--- src/rtl/instruction_fetch_sequencer.sv ---
// Instruction fetch sequencer: fetches one word per PC, holds it for execute,
// retires or redirects on accept, and raises a one-cycle trap on faults.
module instruction_fetch_sequencer #(
    parameter logic [31:0] RESET_PC    = 32'h0000_0000,
    parameter logic [31:0] TRAP_VECTOR = 32'h0000_0004
) (
    input  logic        i_Clock,
    input  logic        i_Reset,
    output logic        o_IMemRequest,
    output logic [31:0] o_IMemAddress,
    input  logic        i_IMemReady,
    input  logic [31:0] i_IMemData,
    output logic [31:0] o_InstructionWord,
    output logic [31:0] o_InstructionPC,
    output logic        o_InstructionValid,
    input  logic        i_InstructionAccept,
    input  logic        i_Redirect,
    input  logic [31:0] i_RedirectPC,
    input  logic        i_IllegalInstruction,
    output logic        o_Trap,
    output logic [3:0]  o_TrapCause,
    output logic [31:0] o_TrapPC,
    output logic [31:0] o_InstretCount
);

    localparam logic [1:0] ST_IDLE  = 2'd0;
    localparam logic [1:0] ST_FETCH = 2'd1;
    localparam logic [1:0] ST_ISSUE = 2'd2;
    localparam logic [1:0] ST_TRAP  = 2'd3;

    localparam logic [3:0] CAUSE_MISALIGNED = 4'd0;
    localparam logic [3:0] CAUSE_ILLEGAL    = 4'd2;

    logic [1:0]  state_reg,   state_next;
    logic [31:0] pc_reg,      pc_next;
    logic [31:0] word_reg,    word_next;
    logic [31:0] ipc_reg,     ipc_next;
    logic [31:0] instret_reg, instret_next;
    logic [3:0]  cause_reg,   cause_next;

    always_comb begin
        state_next   = state_reg;
        pc_next      = pc_reg;
        word_next    = word_reg;
        ipc_next     = ipc_reg;
        instret_next = instret_reg;
        cause_next   = cause_reg;
        case (state_reg)
            ST_IDLE: begin
                state_next = ST_FETCH;
            end
            ST_FETCH: begin
                if (i_IMemReady) begin
                    word_next  = i_IMemData;
                    ipc_next   = pc_reg;
                    state_next = ST_ISSUE;
                end
            end
            ST_ISSUE: begin
                // The decoder verdict outranks accept: an illegal word never retires.
                if (i_IllegalInstruction) begin
                    cause_next = CAUSE_ILLEGAL;
                    state_next = ST_TRAP;
                end else if (i_InstructionAccept) begin
                    if (!i_Redirect) begin
                        pc_next      = pc_reg + 32'd4;
                        instret_next = instret_reg + 32'd1;
                        state_next   = ST_FETCH;
                    end else if (i_RedirectPC[1:0] == 2'b00) begin
                        pc_next      = i_RedirectPC;
                        instret_next = instret_reg + 32'd1;
                        state_next   = ST_FETCH;
                    end else begin
                        cause_next = CAUSE_MISALIGNED;
                        state_next = ST_TRAP;
                    end
                end
            end
            ST_TRAP: begin
                pc_next    = TRAP_VECTOR;
                state_next = ST_FETCH;
            end
            default: begin
                state_next = ST_IDLE;
            end
        endcase
    end

    always_ff @(posedge i_Clock) begin
        if (i_Reset) begin
            state_reg   <= ST_IDLE;
            pc_reg      <= RESET_PC;
            word_reg    <= 32'd0;
            ipc_reg     <= 32'd0;
            instret_reg <= 32'd0;
            cause_reg   <= 4'd0;
        end else begin
            state_reg   <= state_next;
            pc_reg      <= pc_next;
            word_reg    <= word_next;
            ipc_reg     <= ipc_next;
            instret_reg <= instret_next;
            cause_reg   <= cause_next;
        end
    end

    // Trap outputs are forced to zero outside the single TRAP cycle.
    assign o_IMemRequest      = (state_reg == ST_FETCH);
    assign o_IMemAddress      = pc_reg;
    assign o_InstructionWord  = word_reg;
    assign o_InstructionPC    = ipc_reg;
    assign o_InstructionValid = (state_reg == ST_ISSUE) && !i_IllegalInstruction;
    assign o_Trap             = (state_reg == ST_TRAP);
    assign o_TrapCause        = (state_reg == ST_TRAP) ? cause_reg : 4'd0;
    assign o_TrapPC           = (state_reg == ST_TRAP) ? ipc_reg : 32'd0;
    assign o_InstretCount     = instret_reg;

endmodule

--- config.mk ---
export PLATFORM = sky130hd
export DESIGN_NAME = instruction_fetch_sequencer
export DESIGN_NICKNAME = d
export VERILOG_FILES = /design/src/rtl/instruction_fetch_sequencer.sv
export SDC_FILE = /design/constraint.sdc
export NUM_CORES = 1
export LEC_CHECK = 0
export ABC_AREA = 1
export CORE_ASPECT_RATIO = 1.75
export CORE_MARGIN = 2
export CORE_UTILIZATION = 46
export CTS_CLUSTER_SIZE = 20
export DETAILED_ROUTE_END_ITERATION = 10
export PLACE_DENSITY = 0.87
export SETUP_SLACK_MARGIN = 0.15
export SLEW_MARGIN = 20
export SYNTH_ARGS = -nofsm -noshare
export SYNTH_HDL_FRONTEND = slang
export SYNTH_SLANG_ARGS = --single-unit
--- constraint.sdc ---
create_clock -name i_Clock -period 2 [get_ports i_Clock]
set_input_delay 0.5 -clock i_Clock [delete_from_list [all_inputs] [get_ports i_Clock]]
set_output_delay 0.5 -clock i_Clock [all_outputs]
set_load 0.01 [all_outputs]
==> metrics.cfg, run 1 <==
[status]
status = finished clean

[job]
max_cap_viol_count = 0

[yosys]
synth_cells = 1056
ys_warn_count = 0
seq_area_frac_synth_pct = 39.3
synth_area_leader_cell = dfxtp_1
ys_types = 38
ys_top_cells_by_area = dfxtp_1 (39%), nand2_1 (16%), nor2_1 (11%)
ys_ff_latch = 131
synth_area_per_cell_sq_um = 6.32
syn_area_sq_um = 6680
synth.top_cell.area_share_pct = 39.3

[timing]
holdWs_ns = 0.461
period_minus_slack_ns = 1.86
finalHoldViolations = 0
rsz0062_at_grt = true
fmax_ghz = 0.537
fin_worst_skew_ns = 0.0113
timing.final.crit_share_pct = 93.2
slew_viol_final = 0
report.final.setup_viol = 0

[grt]
grt_start_max_net_pins = 81
antenna_found_initial = 1
use_met2_pct = 54.5
grt_pass1_vias = 7701
globalRouteTotalUtil_pct = 29.9
busiest_layer = met2
grt_use_met1_pct = 28.9
grt_use_met3_pct = 6.18
grt_overflow = 0
grt_pass1_wl_microns = 36300

[die]
die_x_microns = 95.1
die_area_sq_um = 15500
initial_core_util_pct = 46.7
die_h_microns = 163
rows = 58
io_pins = 237
core_sq_um = 14300

[finish]
final_layout_size_suffix_gt1_share_pct = 13.0
nets = 1375
final_area_sq_um = 9910
area_growth_syn_to_layout_pct = 48.4
final_cell_mix = nand2_1 (274), nor2_1 (197), clkdlybuf4s50_1 (130), a21oi_1 (114), dfxtp_1 (93)
layout_commonest_cell = nand2_1

[min_path]
hold_path_depth = 2
hp-class = reg -> reg

[placement]
dpl_cell_area_sq_um = 9370
dp_hpwl_microns = 16900
place.port_buffers = 233
gp_congestion = 0.990

[worst_setup_path]
startpoint_type = flop
path_max_fanout = 10
reg2reg_depth = 7
crit_required_ns = 1.50
crit_type = reg -> out
crit_path_end_kind = primary output
arrival_ns = 1.36

[clocking]
numClockSinks = 131
cts_buffer_depth = 2
hold_buffers = 0
cts_tree = built
cts-root-buf = clkbuf_16
clock_latency_ns = 0.42
cts_buffers = 17
htree_levels = 4
path_clk_slew_ns = 0.06

[drt]
wire_per_inst_microns = 15.6
drt-initial-drc-count = 311
ant_nets = 0
first_pass_iters = 5
routed_via_density = 5.25
remaining_drc_errors = 0
via_count = 7869
drt-total-wl_microns = 23400

[power]
cellPowerDensity_nw_per_um2 = 679
leakagePower_nw = 4.26
vdd_ir_drop_max_v = 0.000672

## where the power goes
group          total (W)  internal, W  switching (W)  leakage (nW)
clock network    0.00318      0.00188        0.00130         0.283
logic           0.000797     0.000400       0.000397          2.89
registers        0.00275      0.00270      0.0000517          1.08
total            0.00673      0.00498        0.00175          4.26
## routing by layer
layer  part of all wire, %  routed length [microns]
met1                    34                     7910
met2                    54                    12700
met4                   6.3                     1470
met3                   5.5                     1300
met5                     0                        0
## critical path, stage by stage, from the launching register on
cell and delay (ns):
dfxtp_2 0.35, nand2_4 0.09, buf_12 0.16, buf_4 0.13, nor2_1 0.07, buf_2 0.14
## timing repair
item	4_1_cts	5_1_grt
hold endpoints to repair	0	0
endpoints found under the setup margin	94	73
cloned	1	0
setup buffers	2	1
pin swaps	1	1
resized for setup	188	56
## final timing paths
check	startpoint	end	slack, ns
setup / recovery	state_reg[0]$_SDFFE_PP0P_	o_TrapPC[9]	0.14
hold / removal	o_InstructionWord[28]$_SDFFE_PP0P_	o_InstructionWord[28]$_SDFFE_PP0P_	0.46
setup reg to reg	state_reg[1]$_SDFFE_PP0P_	o_InstructionPC[13]$_SDFFE_PP0P_	0.26
hold reg to reg	o_InstructionWord[28]$_SDFFE_PP0P_	o_InstructionWord[28]$_SDFFE_PP0P_	0.46
## kinds of logic after synthesis
family,synth area share (%)
AO/OA/AOI/OAI,13.5
XOR/XNOR,1.31
adder cells (fa/ha/maj),0.375
buffers and inverters,8.64
flip-flops,39.3
other,0.0562
AND/OR/NAND/NOR,36.8
## cells in the mapped netlist (all sizes together)
library cell	number
nand2	278
nor2	208
dfxtp	131
a21oi	114
inv	93
nand3	83
o21ai	51
clkbuf	38
buf	13
nand3b	6
xor2	6
nand4	5
nor3b	4
or2	4
xnor2	4
o21bai	3
ha	2
nor3	2
o211ai	2
a211oi	1
a221oi	1
a31oi	1
and2	1
and3	1
conb	1
nor4	1
o21a	1
o221ai	1
## area by class of cell
| class | instances | area, sq um |
|---|---|---|
| Clock inverter | 14 | 154 |
| Fill cell | 1205 | 4390 |
| Tap cell | 180 | 225 |
| Clock buffer | 18 | 439 |
| Inverter | 93 | 349 |
| Multi-Input combinational cell | 783 | 3500 |
| Sequential cell | 131 | 2670 |
| Timing Repair Buffer | 277 | 2560 |
| Antenna cell | 3 | 7.51 |
## through the flow
stage	std cells	setup TNS (ns)	util (%)	setup slack, ns	total power (W)
3_5_place_dp	1460	-0.674	65.5	-0.132	0.00360
3_3_place_gp	1460	-0.200	65.5	-0.124	0.00358
5_1_grt	1497	0	69.3	0.0718	0.00693
6_report	1499	0	69.3	0.137	0.00673
4_1_cts	1495	0	70.0	0.0241	0.00675
2_1_floorplan	1058	0	-	0.465	0.00315
No activity file was read; power rests on OpenSTA's default activity.
==> inputs of run 2 (changes only) <==
==> constraint.sdc (replaced) <==
create_clock -name i_Clock -period 2.3 [get_ports i_Clock]
set_input_delay 0.575 -clock i_Clock [delete_from_list [all_inputs] [get_ports i_Clock]]
set_output_delay 0.575 -clock i_Clock [all_outputs]
set_load 0.01 [all_outputs]
==> run 2 against run 1 <==
  * Clock skew is 0.0023 ns lower
  * First-iteration DRC count is 4.8% higher
  * Die area stayed put
  * Sequential power is 13% lower
  * Cell area is 0.76% lower
  * Combinational power is 14% lower
==> metrics.cfg, run 2 (synthesis gave the netlist of run 1 again) <==
[finish]
final_cell_mix = nand2_1 (274), nor2_1 (197), clkdlybuf4s50_1 (196), dfxtp_1 (129), a21oi_1 (114)
antenna_cells = 0
nets = 1355
area_growth_syn_to_layout_pct = 47.3
fillers = 1190
final_layout_size_suffix_gt1_share_pct = 6.87
layout_commonest_cell = nand2_1

[min_path]
hp-class = reg -> reg
hp-start = o_InstructionWord[12]$_SDFFE_PP0P_

[die]
die_h_microns = 163
initial_core_util_pct = 46.7
io_pins = 237
rows = 58
die_x_microns = 95.1
die_area_sq_um = 15500
core_sq_um = 14300

[worst_setup_path]
path_depth = 4
timing.critical_path.to = o_TrapPC[29]
arrival_ns = 1.55
crit_type = reg -> out
startpoint_type = flop
reg2reg_slack_ns = 0.39
crit_start = state_reg[1]$_SDFFE_PP0P_
cpMaxStageDelayCell = dfxtp_4
cpPeakStageDelay_ns = 0.38
r2r_start = o_IMemAddress[2]$_SDFFE_PP0P_
crit_required_ns = 1.73
path_max_fanout = 16
path_buf_inv = 2
crit_path_end_kind = primary output
cpLargestDelayFamily = buffers and inverters
reg2reg_depth = 10
r2r_end = o_IMemAddress[30]$_SDFFE_PP0P_
cp_cell_sequence = nand2_4 > bufbuf_16 > nor2_1 > clkdlybuf4s15_1

[drt]
remaining_drc_errors = 0
first_pass_iters = 5
drt-initial-drc-count = 326
via_count = 7677
ant_nets = 0
routed_via_density = 5.20
drt-total-wl_microns = 22500
wire_per_inst_microns = 15.3

[grt]
grt_start_max_net_pins = 81
grt_pass1_vias = 7277
globalRouteTotalUtil_pct = 28.7
grt_overflow = 0
grt_pass1_wl_microns = 35000
antenna_found_initial = 0

[timing]
fin_worst_skew_ns = 0.00902
fmax_ghz = 0.471
slew_viol_final = 0
period_minus_slack_ns = 2.12
rsz0062_at_grt = true
fin_setup_tns_ns = 0
timing.final.crit_share_pct = 92.3
finalHoldViolations = 0
report.final.setup_viol = 0

[job]
max_cap_viol_count = 0

[power]
power_w = 0.00581
cellPowerDensity_nw_per_um2 = 591
leakagePower_nw = 3.68
vdd_ir_drop_max_v = 0.000494

[placement]
dp_hpwl_microns = 16400
place.port_buffers = 233
gp_congestion = 0.989

[clocking]
numClockSinks = 131
cts_tree = built
clock_latency_ns = 0.42
htree_levels = 4
hold_buffers = 0
path_clk_slew_ns = 0.06
cts_buffers = 17
post_cts_buffers = 0
cts-root-buf = clkbuf_16
cts_buffer_depth = 2

[status]
status = finished clean

==> run 2: changes by cell type in the layout (fill, tap and decap cells not counted), sizes merged, moves of 3 or more <==
cell | before | now
dlygate4sd2 | 49 | 17
clkdlybuf4s50 | 130 | 196
dlymetal6s2s | 17 | 3
buf | 68 | 24
clkdlybuf4s15 | 1 | 5
diode | 3 | 0
==> run 2: per-layer routing <==
layer,track usage (%),part of all wire (%),wire (microns)
met3,5.81,5.1,1150
met1,29.2,36,8010
met5,0,0,0
met4,17.4,5.7,1280
met2,52.2,54,12100
==> run 2: how the worst min path moves through the flow <==
stage	end	slack [ns]	cells past startpoint
floorplan	cause_reg[1]$_SDFFE_PP0P_	0.45	2
global placement	o_InstructionWord[5]$_SDFFE_PP0P_	0.45	2
detailed placement	o_InstructionWord[7]$_SDFFE_PP0P_	0.45	2
CTS	o_InstructionWord[12]$_SDFFE_PP0P_	0.46	2
global route	o_InstructionWord[9]$_SDFFE_PP0P_	0.48	2
finish	o_InstructionWord[12]$_SDFFE_PP0P_	0.46	2
==> run 2: timing repair <==
item,in CTS,in global routing
endpoints found under the setup margin,35,19
pin swaps,0,0
gates resized for setup,38,30
endpoints found under the hold margin,0,0
gates cloned,1,0
==> run 2: final cells by class <==
class / count / area [sq um] / share of cell area [%]
Inverter: 93 / 349 / 3.55
Timing Repair Buffer: 257 / 2540 / 25.8
Tap cell: 180 / 225 / 2.29
Clock inverter: 13 / 150 / 1.53
Clock buffer: 19 / 443 / 4.50
Multi-Input combinational cell: 783 / 3500 / 35.6
Sequential cell: 131 / 2630 / 26.7
==> run 2: metrics by stage <==
stage	hold slack (ns)	setup WS (ns)	util [%]	area, sq um	std cells
2_1_floorplan	0.450	0.724	-	6680	1058
3_3_place_gp	0.447	0.0536	64.8	9260	1443
3_5_place_dp	0.454	0.0122	64.8	9260	1443
4_1_cts	0.463	0.149	69.0	9860	1476
5_1_grt	0.480	0.111	68.8	9830	1476
6_report	0.462	0.176	68.8	9830	1476
==> run 2: worst reg2reg max path: stages, from the launching register on <==
cell	delay (ns)
dfxtp_1	0.47
ha_1	0.27
inv_1	0.08
nor2_2	0.21
inv_1	0.13
nor2_1	0.29
nand2_1	0.10
nand2_1	0.06
nand3_1	0.06
nand2_1	0.06
a21oi_1	0.06
==> run 2: where the power goes <==
| group | internal, W | switching, W | leakage (nW) |
|---|---|---|---|
| sequential | 0.00235 | 0.0000494 | 1.06 |
| clock | 0.00164 | 0.00109 | 0.285 |
| combinational | 0.000346 | 0.000339 | 2.33 |
| total | 0.00433 | 0.00147 | 3.68 |
==> inputs of run 3 (changes only) <==
--- a/config.mk
+++ b/config.mk
@@ -7,13 +7,12 @@
 export LEC_CHECK = 0
 export ABC_AREA = 1
 export CORE_ASPECT_RATIO = 1.75
-export CORE_MARGIN = 2
 export CORE_UTILIZATION = 46
 export CTS_CLUSTER_SIZE = 20
 export DETAILED_ROUTE_END_ITERATION = 10
+export GPL_TIMING_DRIVEN = 0
 export PLACE_DENSITY = 0.87
 export SETUP_SLACK_MARGIN = 0.15
-export SLEW_MARGIN = 20
 export SYNTH_ARGS = -nofsm -noshare
 export SYNTH_HDL_FRONTEND = slang
 export SYNTH_SLANG_ARGS = --single-unit
==> run 3 against run 2 <==
  * First-iteration DRC count decreased by 8.0%
  * Die area decreased by 3.3%
  * Critical path type unchanged
  * Power increased by 1.5%
  * Largest power group unchanged
  * Largest cell class unchanged
  * Cell count increased by 1.6%
  * Combinational power increased by 0.6%
  * Highest routed layer unchanged
  * Count of clock-buffer cells in the layout increased by 1
  * Routed wire length increased by 4.9%
==> metrics.cfg, run 3 (synthesis gave the netlist of run 1 again) <==
[status]
status = finished clean

[timing]
finalHoldViolations = 0
fin_worst_skew_ns = 0.00783
rsz0062_at_grt = false
fmax_ghz = 0.473
report.final.setup_viol = 0
timing.final.crit_share_pct = 91.9
period_minus_slack_ns = 2.11
slew_headroom_pct = 60.4
worstMarginPinSlew_ns = 0.594
slew_viol_final = 0
fin_setup_tns_ns = 0

[worst_setup_path]
cpMaxStageDelayCell = dfxtp_4
startpoint_type = flop
arrival_ns = 1.54
path_max_fanout = 10
cp_cell_sequence = nand2_4 > clkbuf_8 > nor2_1 > clkdlybuf4s15_1
crit_type = reg -> out
crit_path_end_kind = primary output
crit_required_ns = 1.73
cpPeakStageDelay_ns = 0.39

[power]
power_w = 0.00589
clkPwrFrac_pct = 47.6
pwr-share-comb_pct = 11.7
vdd_ir_drop_max_v = 0.000530
cellPowerDensity_nw_per_um2 = 599
switching_share_pct = 25.1
seqPwrFrac_pct = 40.7
switching_power_w = 0.00148
leakagePower_nw = 3.65
p_int_w = 0.00442

[finish]
layout_commonest_cell = nand2_1
final_cell_mix = nand2_1 (275), nor2_1 (195), clkdlybuf4s50_1 (195), dfxtp_1 (130), a21oi_1 (114)
fillers = 1213
final_cells = 1499
layout.area.seq_sq_um = 2630
area_growth_syn_to_layout_pct = 47.4
antenna_cells = 0
nets = 1381
multi_input_area_sq_um = 3500
final_layout_size_suffix_gt1_share_pct = 5.30

[clocking]
cts-root-buf = clkbuf_16
numClockSinks = 131
cts_buffer_depth = 2
path_clk_slew_ns = 0.06
cts_tree = built
hold_buffers = 0
cts_buffers = 17
htree_levels = 4
clock_latency_ns = 0.42

[placement]
dp_hpwl_microns = 18300
gp_congestion = 0.970
place.port_buffers = 231
dp.cells = 1466

[grt]
antenna_found_initial = 0
globalRouteTotalUtil_pct = 31.8
grt_pass1_vias = 7674
grt_start_max_net_pins = 17
grt_overflow = 0
grt_pass1_wl_microns = 37200

[drt]
wire_per_inst_microns = 15.8
ant_nets = 0
drt-total-wl_microns = 23600
drt-initial-drc-count = 300
routed_via_density = 5.23
first_pass_iters = 5
via_count = 7844
remaining_drc_errors = 0

[die]
core_sq_um = 14000
initial_core_util_pct = 47.5
die_x_microns = 93.1
die_area_sq_um = 15000
rows = 57
io_pins = 237
die_h_microns = 161

[job]
max_cap_viol_count = 0

[min_path]
hp-class = reg -> reg

==> run 3: changes by cell type in the layout (fill, tap and decap cells not counted), sizes merged, moves of 3 or more <==
cell	previous run	this run
dlygate4sd2	17	31
buf	24	14
clkbuf	30	60
clkdlybuf4s15	5	2
==> run 3: stage by stage <==
step                instance area [sq um]  util (%)  setup WS, ns  hold WS (ns)
floorplan                            6680         -         0.724         0.450
global placement                     9220      65.6        -0.182         0.447
detailed placement                   9220      65.6        -0.183         0.453
CTS                                  9840      70.0         0.129         0.462
global route                         9840      70.1         0.152         0.483
finish                               9840      70.1         0.186         0.462
==> run 3: path summary, 6_finish.rpt <==
check / startpoint / endpoint / slack (ns) / cells after the start
min reg2reg: o_InstructionWord[12]$_SDFFE_PP0P_ / o_InstructionWord[12]$_SDFFE_PP0P_ / 0.46 / 2
max: state_reg[1]$_SDFFE_PP0P_ / o_TrapPC[2] / 0.19 / 4
min: o_InstructionWord[12]$_SDFFE_PP0P_ / o_InstructionWord[12]$_SDFFE_PP0P_ / 0.46 / 2
max reg2reg: o_IMemAddress[2]$_SDFFE_PP0P_ / o_IMemAddress[31]$_SDFFE_PP0P_ / 0.28 / 9
==> run 3: area by class of cell <==
class | instances | area share, %
sequential | 131 | 26.7
multi-input combinational | 783 | 35.6
tap | 177 | 2.25
clock inverter | 12 | 1.59
inverter | 93 | 3.55
clock buffer | 20 | 4.54
buffer | 51 | 2.72
timing repair buffer | 232 | 23.1
==> run 3: critical path: cells and delay by family (launching register included) <==
| kind | cells | cell delay, ns |
|---|---|---|
| buf+inv | 2 | 0.46 |
| flops | 1 | 0.39 |
| simple gates | 2 | 0.27 |
==> run 3: power by group through the flow <==
stage	clock network, W	registers, W	logic (W)
final	0.00281	0.00240	0.000688
after floorplan	0	0.00247	0.000264
after global placement	0	0.00244	0.000670
after detailed placement	0	0.00244	0.000679
after CTS	0.00282	0.00240	0.000689
after global routing	0.00292	0.00241	0.000748
==> run 3: timing repair <==
action	in CTS	in global routing
gates cloned	0	0
setup buffers	1	0
resized for setup	52	9
pin swaps	1	0
setup endpoints to repair	36	6
==> run 3: routing by layer <==
metal / track usage (%) / routed length, microns / vias to the layer above
met1: 31.0 / 8180 / 3568
met3: 5.18 / 1140 / 98
li1: - / - / 3869
met2: 59.7 / 12800 / 309
met4: 21.4 / 1490 / 0
met5: 0 / 0 / -
